===== src/rtl/reg_wb_queue_if.sv =====
// Upstream write-request channel into reg_wb_queue: valid/ready handshake
// carrying a destination register index and an 8-bit value.
interface reg_wb_queue_if #(
  parameter int unsigned AW = 3
);
  logic          in_valid;
  logic          in_ready;
  logic [AW-1:0] in_addr;
  logic [7:0]    in_data;

  modport master (
    output in_valid,
    output in_addr,
    output in_data,
    input  in_ready
  );

  modport slave (
    input  in_valid,
    input  in_addr,
    input  in_data,
    output in_ready
  );
endinterface


===== src/rtl/reg_wb_queue.sv =====
// Write-back queue feeding the 8-bit register bank: FIFO of (addr, data) with a
// registered one-hot drain stage. Define WB_FWD_EN to build the read-forwarding port.
module reg_wb_queue #(
  parameter int unsigned DEPTH = 4,
  parameter int unsigned NREG  = 8,
  parameter int unsigned AW    = 3
) (
  input  logic            clk,
  input  logic            rst,
  reg_wb_queue_if.slave   wb,
  input  logic            hold,
  input  logic            flush,
  output logic [NREG-1:0] wr_en,
  output logic [7:0]      wr_d,
  output logic [AW:0]     count,
  input  logic [AW-1:0]   rd_addr,
  output logic            rd_hit,
  output logic [7:0]      rd_data
);

  localparam int unsigned PW      = $clog2(DEPTH);
  localparam logic [AW:0] DEPTH_C = (AW+1)'(DEPTH);

  logic [AW-1:0]   addr_q [DEPTH];
  logic [AW-1:0]   addr_d [DEPTH];
  logic [7:0]      data_q [DEPTH];
  logic [7:0]      data_d [DEPTH];
  logic [PW-1:0]   head_q, head_d;
  logic [PW-1:0]   tail_q, tail_d;
  logic [AW:0]     count_q, count_d;
  logic [NREG-1:0] wr_en_q, wr_en_d;
  logic [7:0]      wr_d_q, wr_d_d;
  logic            push, pop;

  // Readiness depends only on occupancy, so a full queue never accepts even
  // when it drains in the same cycle.
  assign wb.in_ready = (count_q < DEPTH_C);

  always_comb begin
    push    = wb.in_valid && wb.in_ready && !flush;
    pop     = (count_q != '0) && !hold && !flush;
    addr_d  = addr_q;
    data_d  = data_q;
    head_d  = head_q;
    tail_d  = tail_q;
    count_d = count_q;
    wr_en_d = '0;
    wr_d_d  = wr_d_q;

    if (flush) begin
      head_d  = '0;
      tail_d  = '0;
      count_d = '0;
    end else begin
      if (push) begin
        addr_d[tail_q] = wb.in_addr;
        data_d[tail_q] = wb.in_data;
        tail_d         = tail_q + PW'(1);
      end
      if (pop) begin
        head_d = head_q + PW'(1);
        wr_d_d = data_q[head_q];
        // Out-of-range addresses still drain but enable nothing.
        if (32'(addr_q[head_q]) < NREG)
          wr_en_d = {{(NREG-1){1'b0}}, 1'b1} << addr_q[head_q];
      end
      case ({push, pop})
        2'b10:   count_d = count_q + (AW+1)'(1);
        2'b01:   count_d = count_q - (AW+1)'(1);
        default: count_d = count_q;
      endcase
    end
  end

  always_ff @(posedge clk) begin
    if (rst) begin
      head_q  <= '0;
      tail_q  <= '0;
      count_q <= '0;
      wr_en_q <= '0;
      wr_d_q  <= '0;
    end else begin
      head_q  <= head_d;
      tail_q  <= tail_d;
      count_q <= count_d;
      wr_en_q <= wr_en_d;
      wr_d_q  <= wr_d_d;
    end
  end

  always_ff @(posedge clk) begin
    addr_q <= addr_d;
    data_q <= data_d;
  end

  assign wr_en = wr_en_q;
  assign wr_d  = wr_d_q;
  assign count = count_q;

`ifdef WB_FWD_EN
  logic [PW-1:0] idx;

  // Output stage is oldest, so it is applied first; queue entries are then
  // visited oldest to youngest and the last match overrides.
  always_comb begin
    rd_hit  = 1'b0;
    rd_data = '0;
    idx     = '0;
    for (int unsigned r = 0; r < NREG; r++) begin
      if (wr_en_q[r] && (32'(rd_addr) == r)) begin
        rd_hit  = 1'b1;
        rd_data = wr_d_q;
      end
    end
    for (int unsigned i = 0; i < DEPTH; i++) begin
      idx = head_q + PW'(i);
      if ((i < 32'(count_q)) && (addr_q[idx] == rd_addr)) begin
        rd_hit  = 1'b1;
        rd_data = data_q[idx];
      end
    end
  end
`else
  logic fwd_unused;

  assign fwd_unused = ^rd_addr;
  assign rd_hit     = 1'b0;
  assign rd_data    = '0;
`endif

endmodule


===== src/flat_wrapper.sv =====
// flat-port wrapper written by rule: the top's interface ports become plain ports
module reg_wb_queue_flat 
#(
  parameter int unsigned DEPTH = 4,
  parameter int unsigned NREG  = 8,
  parameter int unsigned AW    = 3
)
  (clk, rst, hold, flush, wr_en, wr_d, count, rd_addr, rd_hit, rd_data, wb_in_valid, wb_in_addr, wb_in_data, wb_in_ready);
  reg_wb_queue_if #(.AW(AW)) wb_i ();
  input  logic clk;
  input  logic rst;
  input  logic hold;
  input  logic flush;
  output logic [NREG-1:0] wr_en;
  output logic [7:0] wr_d;
  output logic [AW:0] count;
  input  logic [AW-1:0] rd_addr;
  output logic rd_hit;
  output logic [7:0] rd_data;
  input wire logic [$bits(wb_i.in_valid)-1:0] wb_in_valid;
  input wire logic [$bits(wb_i.in_addr)-1:0] wb_in_addr;
  input wire logic [$bits(wb_i.in_data)-1:0] wb_in_data;
  output wire logic [$bits(wb_i.in_ready)-1:0] wb_in_ready;
  assign wb_i.in_valid = wb_in_valid;
  assign wb_i.in_addr = wb_in_addr;
  assign wb_i.in_data = wb_in_data;
  assign wb_in_ready = wb_i.in_ready;
  reg_wb_queue #(.DEPTH(DEPTH), .NREG(NREG), .AW(AW)) u_core (.clk(clk), .rst(rst), .wb(wb_i), .hold(hold), .flush(flush), .wr_en(wr_en), .wr_d(wr_d), .count(count), .rd_addr(rd_addr), .rd_hit(rd_hit), .rd_data(rd_data));
endmodule

===== config.mk =====
export PLATFORM = sky130hd
export DESIGN_NAME = reg_wb_queue_flat
export DESIGN_NICKNAME = d
export VERILOG_FILES = /design/src/rtl/reg_wb_queue_if.sv /design/src/rtl/reg_wb_queue.sv /design/src/flat_wrapper.sv
export SDC_FILE = /design/constraint.sdc
export NUM_CORES = 1
export LEC_CHECK = 0
export ABC_AREA = 1
export BUFFER_PORTS_ARGS = -buffer_cell sky130_fd_sc_hd__buf_2
export CELL_PAD_IN_SITES_DETAIL_PLACEMENT = 1
export CELL_PAD_IN_SITES_GLOBAL_PLACEMENT = 1
export CORE_MARGIN = 4
export CORE_UTILIZATION = 46
export CTS_CLUSTER_SIZE = 12
export DETAILED_ROUTE_END_ITERATION = 8
export PLACE_DENSITY = 0.85
export SYNTH_ARGS = -nofsm -noshare
export SYNTH_HDL_FRONTEND = slang
export SYNTH_SLANG_ARGS = --single-unit

===== constraint.sdc =====
create_clock -name clk -period 5.8 [get_ports clk]
set_input_delay 1.16 -clock clk [delete_from_list [all_inputs] [get_ports clk]]
set_output_delay 1.16 -clock clk [all_outputs]
set_load 0.03 [all_outputs]

; ---- Yosys cells after proc, flatten, opt, wreduce, memory -nomap -nowiden
; Cells that the tools add are included.
[op_classes]
n_addsub = 4
magnitude_cmp = 4
n_eq_ne = 2
shifts = 1
muxes = 13
n_bitwise = 4
n_reduce_logical = 13
[ops]
columns = cell, count
row1 = bitwise mux 32 bit, 1
row2 = 2-to-1 mux 8 bit, 3
row3 = binary-select mux 8 bit (select 2 bit), 1
row4 = demux 8 bit (select 2 bit), 1
row5 = bitwise mux 12 bit, 1
row6 = 2-to-1 mux 3 bit, 3
row7 = case mux 4 bit (2 select lines), 1
row8 = "<< shifter 1 x 3 -> 8 bit, first input constant", 1
row9 = binary-select mux 3 bit (select 2 bit), 1
row10 = demux 3 bit (select 2 bit), 1
row11 = ">= comparator 3 bit, second input constant", 2
row12 = NOT 2 -> 3 bit, 2
row13 = logical AND 1 bit, 5
row14 = "adder 2 x 1 -> 2 bit, second input constant", 2
row15 = "adder 4 x 1 -> 4 bit, second input constant", 1
row16 = "< comparator 4 x 3 -> 1 bit, second input constant", 1
row17 = AND reduction 2 bit, 2
row18 = nonzero test 4 bit, 1
row19 = "subtractor 4 x 1 -> 4 bit, second input constant", 1
row20 = "< comparator 3 x 1 -> 1 bit, second input constant", 1
row21 = OR reduction 3 bit, 1
row22 = "== test 2 x 1 -> 1 bit, second input constant", 1
row23 = "== test 2 bit, second input constant", 1
row24 = logical NOT 1 bit, 2
row25 = 3 further kinds, 4
[word_totals]
ff_bits = 68
inputBits = 19

; ---- Logic depth before layout (Yosys ltp)
[depth]
ltp_word = 6
ltp_mapped = 14
mapped_depth_nobuf = 13

; ---- Worst setup path before layout
; OpenSTA, ideal clock, no wires.
[synth_timing]
path_type = in2reg
from = input port flush
to = register u_core.count_q[3], in the netlist u_core.count[3]
arrival_ns = 2.557
path_slack_ns = 3.134
stages = 11
path_cell_list = nor2_1 > nand2_2 > buf_6 > inv_1 > ha_1 > ha_1 > or2_2 > nand3_1 > nand3_1 > nand2_1 > inv_1
[synth_between]
elab_chain_cells = 4
[synth_rtl]
columns = element, line_no
row1 = from (decl), flat_wrapper.sv:13  ; input logic flush;
row2 = logical NOT 1 bit, "reg_wb_queue.sv:40, reg_wb_queue.sv:41"
row3 = "logical AND 1 bit, on equally long branches", "reg_wb_queue.sv:41, reg_wb_queue.sv:40"
row4 = == test 2 x 1 -> 1 bit / == test 2 bit (equally long branches), reg_wb_queue.sv:67  ; case ({push, pop})
row5 = case mux 4 bit (2 select lines) / nonzero test 2 bit (equally long branches), -
row6 = to (signal assigned), reg_wb_queue.sv:85  ; count_q <= count_d;
row7 = to (decl), reg_wb_queue.sv:30  ; logic [AW:0] count_q, count_d;
; Several ways; a longest one is shown, not always the timed one.
; A chain may end at the register's enable or synchronous reset.

; ---- Final worst setup path
; Ends and elaborated chain as after synthesis.

==> flow_summary.ini <==
[floorplanning]
core_um2 = 6060
die_x_um = 88.0
rows = 28
die_area_um2 = 7750
io_pins = 49
start_util_pct = 48.6
die_h_um = 88.0

[layout]
layout-drive-gt1-share_pct = 19.9
nets = 358
fillCellCount = 705
area_delta_synth_final_pct = 11.5
multi_input_area_um2 = 900
n_antenna_cell = 0
seq_area_um2 = 1800

[power]
power_frac_clock_pct = 37.8
seq_power_share_pct = 53.7
ir_drop_mv = 0.215
p_switching_w = 0.000247
power_density_nw_per_um2 = 302
p_leak_nw = 1.44
combinationalPowerShare_pct = 8.4
p_sw_share_pct = 24.8
internal-power_w = 0.000747

[detailed_routing]
wl_per_cell_um = 13.7
routed_wl_mm = 5.62
drt_iter0_markers = 51
vias = 1945
drc = 0
drt-pass1-iter-count = 4
vias_per_cell = 4.73
final_antenna_net_count = 0

[clocking]
worstSkewPairLatency_ns = 0.34
postCtsHoldBufs = 0
ctsResizeCount = 0
cts_buffers = 9
cts_htree_levels = 3
cts_tree = done
post_cts_buffers = 0
cts-root-buf = clkbuf_8
clock_sinks = 68
cts_buffer_depth = 2
clk_pin_slew_worst_paths_ns = 0.07

[worst_setup_path]
cpPeakStageDelay_ns = 0.32
cp_max_fo = 20
critPathTopFamily = simple AND/OR/NAND/NOR gates
critPathArrivalTime_ns = 2.99
cp_slowest_cell = or2_2
critical_path_required_ns = 6.04
criticalPathCategory = in2reg
worstSetupStartpointType = input port
path_cells = buf_2, nor2_1, nand2_2, inv_1, ha_1, ha_1, or2_2, nand3_1, nand3_1, nand2_1, inv_1
end_kind = register
critPathBufInv = 3

[timing]
worst_slew_pin_slew_ns = 1.03
fmax_mhz = 363
final.setup.tns_ns = 0
rsz0062_at_grt = false
max-slew-margin-rel_pct = 30.9
fin_crit_sh_pct = 47.5
slew_violations = 0
clock_skew_ns = 0.00496
finalCriticalPeriod_ns = 2.75
finalSetupViolCount = 0
holdWs_ns = 0.511
hold_violations = 0

[yosys]
synth_top_area_share_pct = 44.8
syn_inst = 294
syn_area_um2 = 2950
synth.avg_cell_area_um2 = 10.0
synth_flop_cell = edfxtp_1
synth_cell_type_count = 24
synth.largest_area_cell = edfxtp_1
ys_ff_latch = 68
synthArstFlopShare_pct = 0
yosysWarnings = 0
synth_area_leaders = edfxtp_1, dfxtp_1, nand2_1
netlist_top_cells_count = nand2_1, edfxtp_1, nor2_1, inv_1, dfxtp_1
synth.most_common_cell = nand2_1
ys_seq_area_share_pct = 61.1
synth-edff-count = 44

[global_route]
grt_pass1_wl_mm = 9.36
overflow = 0
grt_pass1_vias = 2057
antenna_found_initial = 0
grt_max_degree = 26
grt_usage_pct = 16.3

[worst_hold_path]
hold_class = reg2reg

[placement]
gp_congestion = 0.773
buffer_ports.inserted = 36
post-dp-hpwl_mm = 3.92

[status]
status = completed

[job]
maxCapViolations = 0
layer usage:
metal	share of wire (%)	GRT usage [%]	vias to the layer above	wire (µm)
li1	-	-	990	-
met1	44	19.6	899	2460
met2	48	27.3	49	2710
met3	6.4	4.80	7	362
met4	1.5	7.14	0	87
met5	0	0	-	0
path summary, 6_finish.rpt:
kind | start | end | slack (ns) | depth (start not counted)
min | u_core.count[0] | u_core.count[0] | 0.51 | 1
max reg2reg | u_core.count[2] | u_core.count[3] | 3.49 | 11
max | flush | u_core.count[3] | 3.05 | 11
min reg2reg | u_core.count[0] | u_core.count[0] | 0.51 | 1
logic make-up after synthesis:
logic type | Yosys count | synth area share [%]
compound gates | 27 | 4.59
simple gates | 139 | 20.6
fa+ha+maj | 8 | 3.65
other cells | 1 | 0.127
xor+xnor | 2 | 0.595
flops | 68 | 61.1
buf+inv | 49 | 9.34
stage by stage:
| stage | setup slack [ns] | power (W) | utilization, % | cells | cell area, µm² |
|---|---|---|---|---|---|
| 6_report | 3.05 | 0.000994 | 54.2 | 411 | 3290 |
| 5_1_grt | 2.87 | 0.00104 | 54.2 | 411 | 3290 |
| 4_1_cts | 3.04 | 0.00100 | 54.2 | 411 | 3290 |
| 3_5_place_dp | 2.69 | 0.000629 | 51.1 | 395 | 3100 |
| 3_3_place_gp | 2.70 | 0.000625 | 51.1 | 395 | 3100 |
| 2_1_floorplan | 3.13 | 0.000610 | - | 302 | 2980 |
layout by cell type, fill, tap and decap left out, drive strengths merged:
cell,instances
a21oi,6
buf,36
bufinv,1
clkbuf,9
clkinv,3
clkinvlp,2
conb,9
dfxtp,24
edfxtp,44
fa,1
ha,7
inv,32
nand2,82
nand3,10
nor2,46
o21ai,21
or2,1
xnor2,1
xor2,1
power by group through the flow:
| stage | clock network (W) | registers, W | logic, W |
|---|---|---|---|
| after CTS | 0.000383 | 0.000534 | 0.0000849 |
| final | 0.000376 | 0.000534 | 0.0000839 |
| after detailed placement | 0 | 0.000545 | 0.0000844 |
| after global routing | 0.000414 | 0.000535 | 0.0000951 |
| after global placement | 0 | 0.000544 | 0.0000815 |
| after floorplan | 0 | 0.000553 | 0.0000568 |
area by class of cell:
| type | count | share of cell area [%] |
|---|---|---|
| Clock buffer | 9 | 3.77 |
| Timing Repair Buffer | 36 | 5.48 |
| Inverter | 31 | 3.69 |
| Clock inverter | 7 | 2.02 |
| Sequential cell | 68 | 54.8 |
| Multi-Input combinational cell | 185 | 27.4 |
| Tap cell | 75 | 2.85 |
flip-flops by register name, indices dropped and copies added (netlist names):
register and cells:
u_core.data_q 32, u_core.addr_q 12, u_core.wr_d 8, u_core.wr_en 8, u_core.count 4, u_core.head_q 2, u_core.tail_q 2
(Power assumes the default switching activity.)
